## src/rtl/mod19_sq_accumulator.sv

```systemverilog
// Frame accumulator for mod-19 square residues: sums FRAME_LEN accepted samples mod MOD
// and holds each frame result behind a valid/ready handshake.
module mod19_sq_accumulator #(
  parameter int unsigned MOD       = 19,
  parameter int unsigned W         = 5,
  parameter int unsigned FRAME_LEN = 8,
  parameter int unsigned CW        = 8
) (
  input  logic         clk,
  input  logic         rst,
  input  logic [W-1:0] sq_neg,
  input  logic [W-1:0] sq_pos,
  input  logic         in_valid,
  output logic         in_ready,
  input  logic         clear,
  output logic [W-1:0] out_sum,
  output logic         out_valid,
  input  logic         out_ready,
  output logic         err
);

  localparam logic [W-1:0]  MODR = W'(MOD);
  localparam logic [W:0]    MODW = (W+1)'(MOD);
  localparam logic [CW-1:0] LAST = CW'(FRAME_LEN - 1);

  typedef enum logic {ACC, HOLD} state_t;

  state_t        state, state_n;
  logic [W-1:0]  acc, acc_n, out_sum_n;
  logic [CW-1:0] cnt, cnt_n;
  logic          out_valid_n, err_n;
  logic [W-1:0]  res, res_adj, acc_add;
  logic [W:0]    s;
  logic          res_bad;

  // Out-of-range residues (max 31) fold back with a single subtraction.
  always_comb begin
    res     = sq_neg | sq_pos;
    res_bad = (res >= MODR);
    res_adj = res_bad ? (res - MODR) : res;
    s       = {1'b0, acc} + {1'b0, res_adj};
    acc_add = (s >= MODW) ? W'(s - MODW) : s[W-1:0];
  end

  always_comb begin
    state_n     = state;
    acc_n       = acc;
    cnt_n       = cnt;
    out_sum_n   = out_sum;
    out_valid_n = out_valid;
    err_n       = err;
    if (clear) begin
      state_n     = ACC;
      acc_n       = '0;
      cnt_n       = '0;
      out_valid_n = 1'b0;
      err_n       = 1'b0;
    end else begin
      case (state)
        ACC: begin
          if (in_valid) begin
            err_n = err | res_bad;
            if (cnt == LAST) begin
              out_sum_n   = acc_add;
              out_valid_n = 1'b1;
              acc_n       = '0;
              cnt_n       = '0;
              state_n     = HOLD;
            end else begin
              acc_n = acc_add;
              cnt_n = cnt + 1'b1;
            end
          end
        end
        HOLD: begin
          if (out_ready) begin
            out_valid_n = 1'b0;
            state_n     = ACC;
          end
        end
        default: state_n = ACC;
      endcase
    end
  end

  always_ff @(posedge clk) begin
    if (rst) begin
      state     <= ACC;
      acc       <= '0;
      cnt       <= '0;
      out_sum   <= '0;
      out_valid <= 1'b0;
      err       <= 1'b0;
    end else begin
      state     <= state_n;
      acc       <= acc_n;
      cnt       <= cnt_n;
      out_sum   <= out_sum_n;
      out_valid <= out_valid_n;
      err       <= err_n;
    end
  end

  assign in_ready = (state == ACC);

endmodule

```

## config.mk

```make
export PLATFORM = sky130hd
export DESIGN_NAME = mod19_sq_accumulator
export DESIGN_NICKNAME = d
export VERILOG_FILES = /design/src/rtl/mod19_sq_accumulator.sv
export SDC_FILE = /design/constraint.sdc
export NUM_CORES = 1
export LEC_CHECK = 0
export ABC_AREA = 1
export CAP_MARGIN = 5
export CORE_ASPECT_RATIO = 1.25
export CORE_MARGIN = 2
export CORE_UTILIZATION = 33
export DETAILED_ROUTE_END_ITERATION = 8
export SETUP_SLACK_MARGIN = 0.1
export SLEW_MARGIN = 40
export SYNTH_ARGS = -nofsm -noshare
export SYNTH_HDL_FRONTEND = slang
export SYNTH_SLANG_ARGS = --single-unit
```

## constraint.sdc

```tcl
create_clock -name clk -period 5.3 [get_ports clk]
set_clock_uncertainty 0.15 [all_clocks]
set_input_delay 1.06 -clock clk [delete_from_list [all_inputs] [get_ports clk]]
set_output_delay 1.06 -clock clk [all_outputs]
set_load 0.1 [all_outputs]
```

Yosys cells after proc, flatten, opt, wreduce, memory -nomap -nowiden. Index checks and enable logic that the tools add are counted.

Register bits after elaboration: 21. Bits of input ports: 15. Output and inout bits: 8. Logic and storage cells: 36.

Add/subtract/negate cells: 4. Magnitude comparators: 2. Equality and inequality tests: 4. Multiplexer cells: 12. Bitwise operators: 4. Reductions and logical operators: 4.

Operators with widths (count): $mux W5 (3); $sub A5 B5 Y5 const B (2); $add A8 B1 Y8 const B (1); $eq A8 B3 Y1 const B (1); $mux W8 (1); $add A5 B5 Y6 (1); $ge A6 B5 Y1 const B (1); $mux W1 (6); $ge A5 B5 Y1 const B (1); $or A5 B5 Y5 (1); $ne A2 B2 Y1 const B (2); $pmux W1 S2 (2); $reduce_and A4 Y1 (1); $reduce_and A3 Y1 (1); $ne A2 B1 Y1 const B (1); $not A1 Y1 (2); $reduce_and A2 Y1 (1); $reduce_or A2 Y1 (1); $or A1 B1 Y1 (1).

Depth between registers and ports, before layout. Gate-level depths: netlist (run 1).

Word-level depth: 7. Gate-level depth with buffers: 22. Gate-level depth less buffers: 21.

Worst setup path after synthesis (run 1). Ideal clock, no wire load.

Path kind: input-to-reg. Start: in sq_pos[0]. End: reg out_sum[0]. Library setup time: 109 ps. Arrival time: 3844 ps. Data required time: 5041 ps. Slack: 1198 ps. Cell stages on the path: 17. Buffers on the path: 1. Path through: or2_2 -> clkbuf_1 -> ha_1 -> nor4_2 -> a21oi_1 -> xor2_1 -> ha_1 -> fa_1 -> ha_1 -> nor2_2 -> nand3_2 -> nand2_4 -> nand3_1 -> nand2_1 -> nand2_1 -> nand2_1 -> inv_1.

Cells in the longest elaborated chain, start to end: 6. Elaborated cells on any way between the ends: 8. Those cells by class: add/sub: 3; order compare: 2; mux: 2; bitwise: 1.

RTL lines: from (decl) (RTL line 12) `input logic [W-1:0] sq_pos,`; $or A5 B5 Y5 (*) (RTL line 38) `res = sq_neg | sq_pos;`; $sub A5 B5 Y5 or $ge A5 B5 Y1 (tied branches) (RTL line 40, 39); $mux W5 (*) (RTL line 40) `res_adj = res_bad ? (res - MODR) : res;`; $add A5 B5 Y6 (*) (RTL line 41) `s = {1'b0, acc} + {1'b0, res_adj};`; $sub A5 B5 Y5 or $ge A6 B5 Y1 (tied branches) (RTL line 42) `acc_add = (s >= MODW) ? W'(s - MODW) : s[W-1:0];`; $mux W5 (*) (RTL line 42); to (signal assigned) (RTL line 98) `out_sum <= out_sum_n;`; to (decl) (RTL line 16) `output logic [W-1:0] out_sum,`.

Mark *: on every way between the ends. The rest lies on a longest branch, timed or not. A chain may end at the register's enable or synchronous reset.

Worst setup path after layout (run 1).
Start: in sq_pos[1]. End: reg out_sum[2].

The elaborated chain is that of the path after synthesis.

==> reports/metrics.yaml, run 1 <==
placed_design:
  place.gp.congestion: 0.8865
  port_buffers: 22
  placed_cell_area_um2: 1663
  dp_hpwl_mm: 2.488
worst_setup_path:
  reg2reg_slack_ns: 3.05
  rr_endpoint: "out_sum[2]"
  reg2regPathDepth: 11
  worstSetupStartpointType: "primary input"
  worstPathArrival_ns: 4.38
  crit_path_end_kind: "register"
  path_class: "primary input to register"
  r2r_start: "acc[0]"
  startpoint: "sq_pos[1]"
  required_ns: 5.31
  path_max_fanout: 7
clock_network:
  clkTransAtPathRegs_ns: 0.09
  cts_buffer_depth: 2
  cts_sinks: 21
  cts_resized: 0
  ctsHtreeMaxLevel: 1
  postCtsHoldBufs: 0
  cts_made_buffers: 3
  cts_tree: "done"
  post_cts_buffers: 0
  root_buffer: "clkbuf_8"
  clk_latency_ns: 0.26
logic_synthesis:
  ys.flop_type: "dfxtp_1"
  synth-edff-count: 0
  synth_area_leaders: "dfxtp_1, nand2_1, inv_1, ha_1, nand3_1"
  async_flop_share_pct: 0
  netlist_instances: 208
  yosys_register_bits: 21
  yosys_warnings: 0
  synthesis.area_um2: 1416
  seq_area_frac_synth_pct: 29.68
  synth_top_area_share_pct: 29.68
  ys_top_cells_by_count: "nand2_1, inv_1, dfxtp_1"
  synth.distinct_cells: 28
  yosysMostFrequentCell: "nand2_1"
  syn_area_per_cell_um2: 6.809
  synth_fp_nets: 232
  yosys.area.top_type: "dfxtp_1"
sta:
  finalSetupTns_ns: 0
  hold_violations: 0
  fmax_ghz: 0.2287
  maxSlewViolCount: 0
  fin_hold_ws_ns: 0.3165
  finalSetupViolations: 0
  max_slew_margin_pct: 67.71
  rsz0062_at_grt: "false"
  min_period_over_period_pct: 82.50
  timing.final.crit_period_ns: 4.373
  worstMarginPinSlew_ns: 0.4878
final_layout:
  seqCellArea_um2: 420.4
  area_delta_synth_final_pct: 20.85
  multi_input_area_um2: 872.1
  antenna_cells: 0
  fillers: 455
  drive_gt1_share_pct: 14.16
  layout.nets: 258
  fin_area_um2: 1712
global_route:
  track_usage_pct: 13.06
  antenna_found_initial: 0
  grt_pass1_wl_mm: 5.250
  grt_overflow: 0
  grt_max_degree: 14
  grt_pass1_vias: 1228
min_path:
  hp-class: "register to register"
  holdPathStages: 1
  whs_endpoint: "err"
  min_from: "err"
routing:
  drt-vias-per-instance: 4.581
  num_vias: 1324
  dr.pass1.iters: 4
  drt-initial-drc-count: 36
  ant_nets: 0
  drc: 0
  wl_per_cell_um: 10.07
  finalWirelength_mm: 2.911
floorplanning:
  rows: 26
  start_util_pct: 34.55
  die_w_um: 62.60
  pin_count: 23
  core_area_um2: 4099
  fp.dieH_um: 77.25
  die_area_um2: 4835
power:
  leakagePower_nw: 0.7775
  total_power_w: 0.0003930
  powerDensity_nw_per_um2: 229.6
  ir_drop_v: 0.00008376
flow_run:
  max-cap-violations: 0
status:
  status: "complete, no violations"
final cells by class:
class,instances,share of cell area (%)
multi-input combinational,154,50.95
sequential,21,24.56
timing repair buffer,22,10.53
inverter,32,7.018
tap,56,4.094
clock buffer,3,2.412
clock inverter,1,0.4386
metrics by stage:
stage          setup WS [ns]  instances  util, %
4_1_cts               0.9205        289    41.76
3_3_place_gp          0.7283        285    41.54
5_1_grt               0.6315        289    41.76
3_5_place_dp          0.6482        285    40.57
2_1_floorplan          1.198        208        -
6_report              0.9273        289    41.76
cell usage in the layout (no fill, tap or decap), types with 2 or more instances in the layout:
cell type / netlist / layout
a21oi_1: 15 / 15
buf_2: 0 / 8
clkbuf_8: 0 / 3
clkdlybuf4s50_1: 0 / 14
dfxtp_1: 21 / 21
ha_1: 8 / 8
inv_1: 29 / 29
inv_2: 2 / 2
nand2_1: 51 / 51
nand2_2: 5 / 5
nand2_4: 3 / 3
nand3_1: 20 / 20
nand3_2: 3 / 3
nor2_1: 16 / 16
nor2_2: 2 / 2
nor3_1: 4 / 4
nor3b_1: 2 / 2
o21a_1: 5 / 5
o21ai_0: 4 / 4
o21ai_1: 2 / 2
or2_2: 2 / 2
xor2_1: 5 / 5
sequential cells by signal, summed over array words and instances, names as in the netlist:
name       count
out_valid      1
state          1
acc            5
cnt            8
out_sum        5
err            1
worst max-delay path by stage:
stage               cells after the start         end
finish                                 17  out_sum[2]
global route                           17  out_sum[0]
CTS                                    17  out_sum[2]
detailed placement                     17  out_sum[2]
global placement                       17  out_sum[1]
floorplan                              17  out_sum[0]
power breakdown:
part	internal, W	total (W)	switching [W]	leakage (nW)
Sequential	0.000161	0.000164	0.00000277	0.170
Clock	0.0000531	0.000108	0.0000546	0.0217
Combinational	0.0000470	0.000122	0.0000747	0.586
cell families (layout without fill, tap and decap cells):
| logic type | Yosys count | in the layout | share of synthesized area (%) |
|---|---|---|---|
| adder cells (fa/ha/maj) | 9 | 9 | 8.481 |
| XOR/XNOR | 5 | 5 | 3.092 |
| buffers and inverters | 33 | 58 | 8.745 |
| flip-flops | 21 | 21 | 29.68 |
| AND/OR/NAND/NOR | 112 | 112 | 38.78 |
| AO/OA/AOI/OAI | 28 | 28 | 11.22 |
layer usage:
layer | up-vias | global-route usage [%] | routed length (um)
li1 | 719 | - | -
met1 | 581 | 16.28 | 1349
met2 | 22 | 22.80 | 1453
met3 | 2 | 1.613 | 83
met4 | 0 | 4.889 | 24
met5 | - | 0 | 0
critical path, stage by stage:
cell and delay, ns:
clkdlybuf4s50_1 0.39, or2_2 0.33, ha_1 0.23, nor4_2 0.35, a21oi_1 0.18, xor2_1 0.18
ha_1 0.25, fa_1 0.49, ha_1 0.25, nor2_2 0.12, nand3_2 0.11, nand2_4 0.11
nand3_1 0.10, nand2_1 0.08, nand2_1 0.05, nand2_1 0.07, inv_1 0.03
(Power assumes the default switching activity.)
==> run 2: changes to the inputs <==
==> constraint.sdc (replaced) <==
create_clock -name clk -period 3.6 [get_ports clk]
set_clock_uncertainty 0.15 [all_clocks]
set_input_delay 0.72 -clock clk [delete_from_list [all_inputs] [get_ports clk]]
set_output_delay 0.72 -clock clk [all_outputs]
set_load 0.1 [all_outputs]
==> run 2 against run 1 <==
Effect of this change:
- critical path depth fell by 1
- core utilization rose by 6.3 points
- wire length rose by 16%
- clock power rose by 48%
- worst setup slack got worse by 0.77 ns
- sequential power rose by 47%
- via count rose by 7.9%
- non-clock buffer count rose by 18
- flip-flop and latch count did not move
- sequential share of layout area fell by 3.2 points
- final cell count rose by 6.2%
- first-iteration DRC count rose by 75%
==> reports/metrics.yaml, run 2 (synthesis results as in run 1) <==
final_layout:
  final-instance-count-excl-fill: 307  # was 289
  area_delta_synth_final_pct: 38.96  # was 20.85%
  layout.nets: 276  # was 258
  drive_gt1_share_pct: 29.88  # was 14.16%
  layout_common_cells: "nand2_1, inv_1, dfxtp_1, buf_4, nor2_1"  # was nand2_1, inv_1, dfxtp_1, nand3_1, nor2_1
  final_common_cell: "nand2_1"  # unchanged
  antenna_cells: 0  # unchanged
  largestRegisters: "cnt: 8 flops, acc: 5 flops, out_sum: 5 flops"  # unchanged
  largest_reg_flops: 8  # unchanged
  top_register: "cnt"  # unchanged
  fillers: 417  # was 455
worst_setup_path:
  path_common_cell: "nand2_4"
  path_max_fanout: 6  # was 7
  worstSetupStartpointType: "primary input"  # unchanged
  required_ns: 3.64  # was 5.31 ns
  cp_slowest_stage_delay_ns: 0.48  # was 0.49 ns
  crit_chain: "clkdlybuf4s15_1, or2_4, ha_4, nor4_4, a21oi_2, xor2_1, ha_2, fa_2, ha_4, nor2_2, nand3_2, nand2_4, nand2_4, nand2_4, nand3_2, a21oi_2"  # was clkdlybuf4s50_1, or2_2, ha_1, nor4_2, a21oi_1, xor2_1, ha_1, fa_1, ha_1, nor2_2, nand3_2, nand2_4, nand3_1, nand2_1, nand2_1, nand2_1, inv_1
  crit_path_end_kind: "register"  # unchanged
  worstPathArrival_ns: 3.49  # was 4.38 ns
  cpMaxStageDelayCell: "fa_2"  # was fa_1
  path_class: "primary input to register"  # unchanged
sta:
  finalSetupViolations: 0  # unchanged
  layout_setup_ws_ns: 0.1526  # was 0.9273 ns
  fmax_ghz: 0.2901
  timing.final.crit_period_ns: 3.447
  hold_violations: 0  # unchanged
  fin_hold_ws_ns: 0.3236  # was 0.3165 ns
  min_period_over_period_pct: 95.76
  finalSetupTns_ns: 0  # unchanged
  worstMarginPinSlew_ns: 0.6285  # was 0.4878 ns
  maxSlewViolCount: 0  # unchanged
  max_slew_margin_pct: 57.95  # was 67.71%
  rsz0062_at_grt: "false"  # unchanged
global_route:
  grt_pass1_wl_mm: 5.671  # was 5.250 mm
  grt_max_degree: 14  # unchanged
  antenna_found_initial: 0  # unchanged
  grt_overflow: 0  # unchanged
  track_usage_pct: 13.96  # was 13.06%
  grt_pass1_vias: 1378  # was 1228
placed_design:
  dpl.cell_count: 297  # was 285
  pre_cts_slack_ns: -0.4062  # was 0.6482 ns
  port_buffers: 22  # unchanged
  dp_hpwl_mm: 2.571  # was 2.488 mm
  place.gp.congestion: 0.8019  # was 0.8865
min_path:
  hp-class: "register to register"  # unchanged
power:
  ir_drop_v: 0.0001332  # was 0.00008376 V
  total_power_w: 0.0006512  # was 0.0003930 W
  powerDensity_nw_per_um2: 330.9  # was 229.6 nW/um^2
  leakagePower_nw: 0.9032  # was 0.7775 nW
floorplanning:
  rows: 26  # unchanged
  die_w_um: 62.60  # unchanged
  start_util_pct: 34.55  # unchanged
  die_area_um2: 4835  # unchanged
  core_area_um2: 4099  # unchanged
  pin_count: 23  # unchanged
  fp.dieH_um: 77.25  # unchanged
clock_network:
  root_buffer: "clkbuf_8"  # unchanged
  ctsHtreeMaxLevel: 1  # unchanged
  clkTransAtPathRegs_ns: 0.08  # was 0.09 ns
  cts_tree: "done"  # unchanged
  postCtsHoldBufs: 0  # unchanged
  clk_latency_ns: 0.27  # was 0.26 ns
  cts_sinks: 21  # unchanged
  cts_buffer_depth: 2  # unchanged
  cts_made_buffers: 3  # unchanged
routing:
  dr.pass1.iters: 4  # unchanged
  num_vias: 1429  # was 1324
  drt-vias-per-instance: 4.655  # was 4.581
  drt-initial-drc-count: 63  # was 36
  drc: 0  # unchanged
  finalWirelength_mm: 3.367  # was 2.911 mm
  ant_nets: 0  # unchanged
  wl_per_cell_um: 10.97  # was 10.07 um
status:
  status: "complete, no violations"  # unchanged
flow_run:
  max-cap-violations: 0  # unchanged
-- run 2: final cells by class --
class	instances	area [um^2]	share of cell area [%]
inverter	32	120.1	6.103
multi-input combinational	154	1002	50.92
clock inverter	1	7.507	0.3814
tap	56	70.07	3.560
timing repair buffer	40	306.5	15.58
clock buffer	3	41.29	2.098
sequential	21	420.4	21.36
-- run 2: routing by layer --
metal	wire (um)	GRT usage [%]
met4	38	3.778
met1	1524	16.40
met3	82	1.760
met5	0	0
met2	1722	26.24
-- run 2: worst max-delay path, delay by kind of cell --
| family | cells | cell delay, ns |
|---|---|---|
| AO/OA/AOI/OAI | 2 | 0.31 |
| adder cells (fa/ha/maj) | 4 | 1.06 |
| XOR/XNOR | 1 | 0.18 |
| buffers and inverters | 1 | 0.17 |
| AND/OR/NAND/NOR | 8 | 1.06 |
-- run 2: worst paths after layout --
kind,depth (start not counted),start,slack (ns),to
max,16,sq_neg[1],0.15,acc[2]
min,1,err,0.32,err
max reg2reg,10,acc[0],1.40,acc[2]
min reg2reg,1,err,0.32,err
-- run 2: repair_timing --
action / in CTS / in global routing
gates resized for setup: 9 / 21
setup buffers: 3 / 3
endpoints found under the setup margin: 10 / 10
pin swaps: 15 / 22
-- run 2: power breakdown --
group,switching [W],total (W),internal (W),leakage (nW)
Sequential,0.00000465,0.000241,0.000237,0.170
Combinational,0.000138,0.000249,0.000111,0.712
Clock,0.0000822,0.000160,0.0000783,0.0217
-- run 2: metrics by stage --
stage / cell area (um^2) / util, %
after floorplan: 1484 / -
after global placement: 1851 / 45.15
after detailed placement: 1810 / 44.17
after CTS: 1898 / 46.31
after global routing: 1968 / 48.02
final: 1968 / 48.02
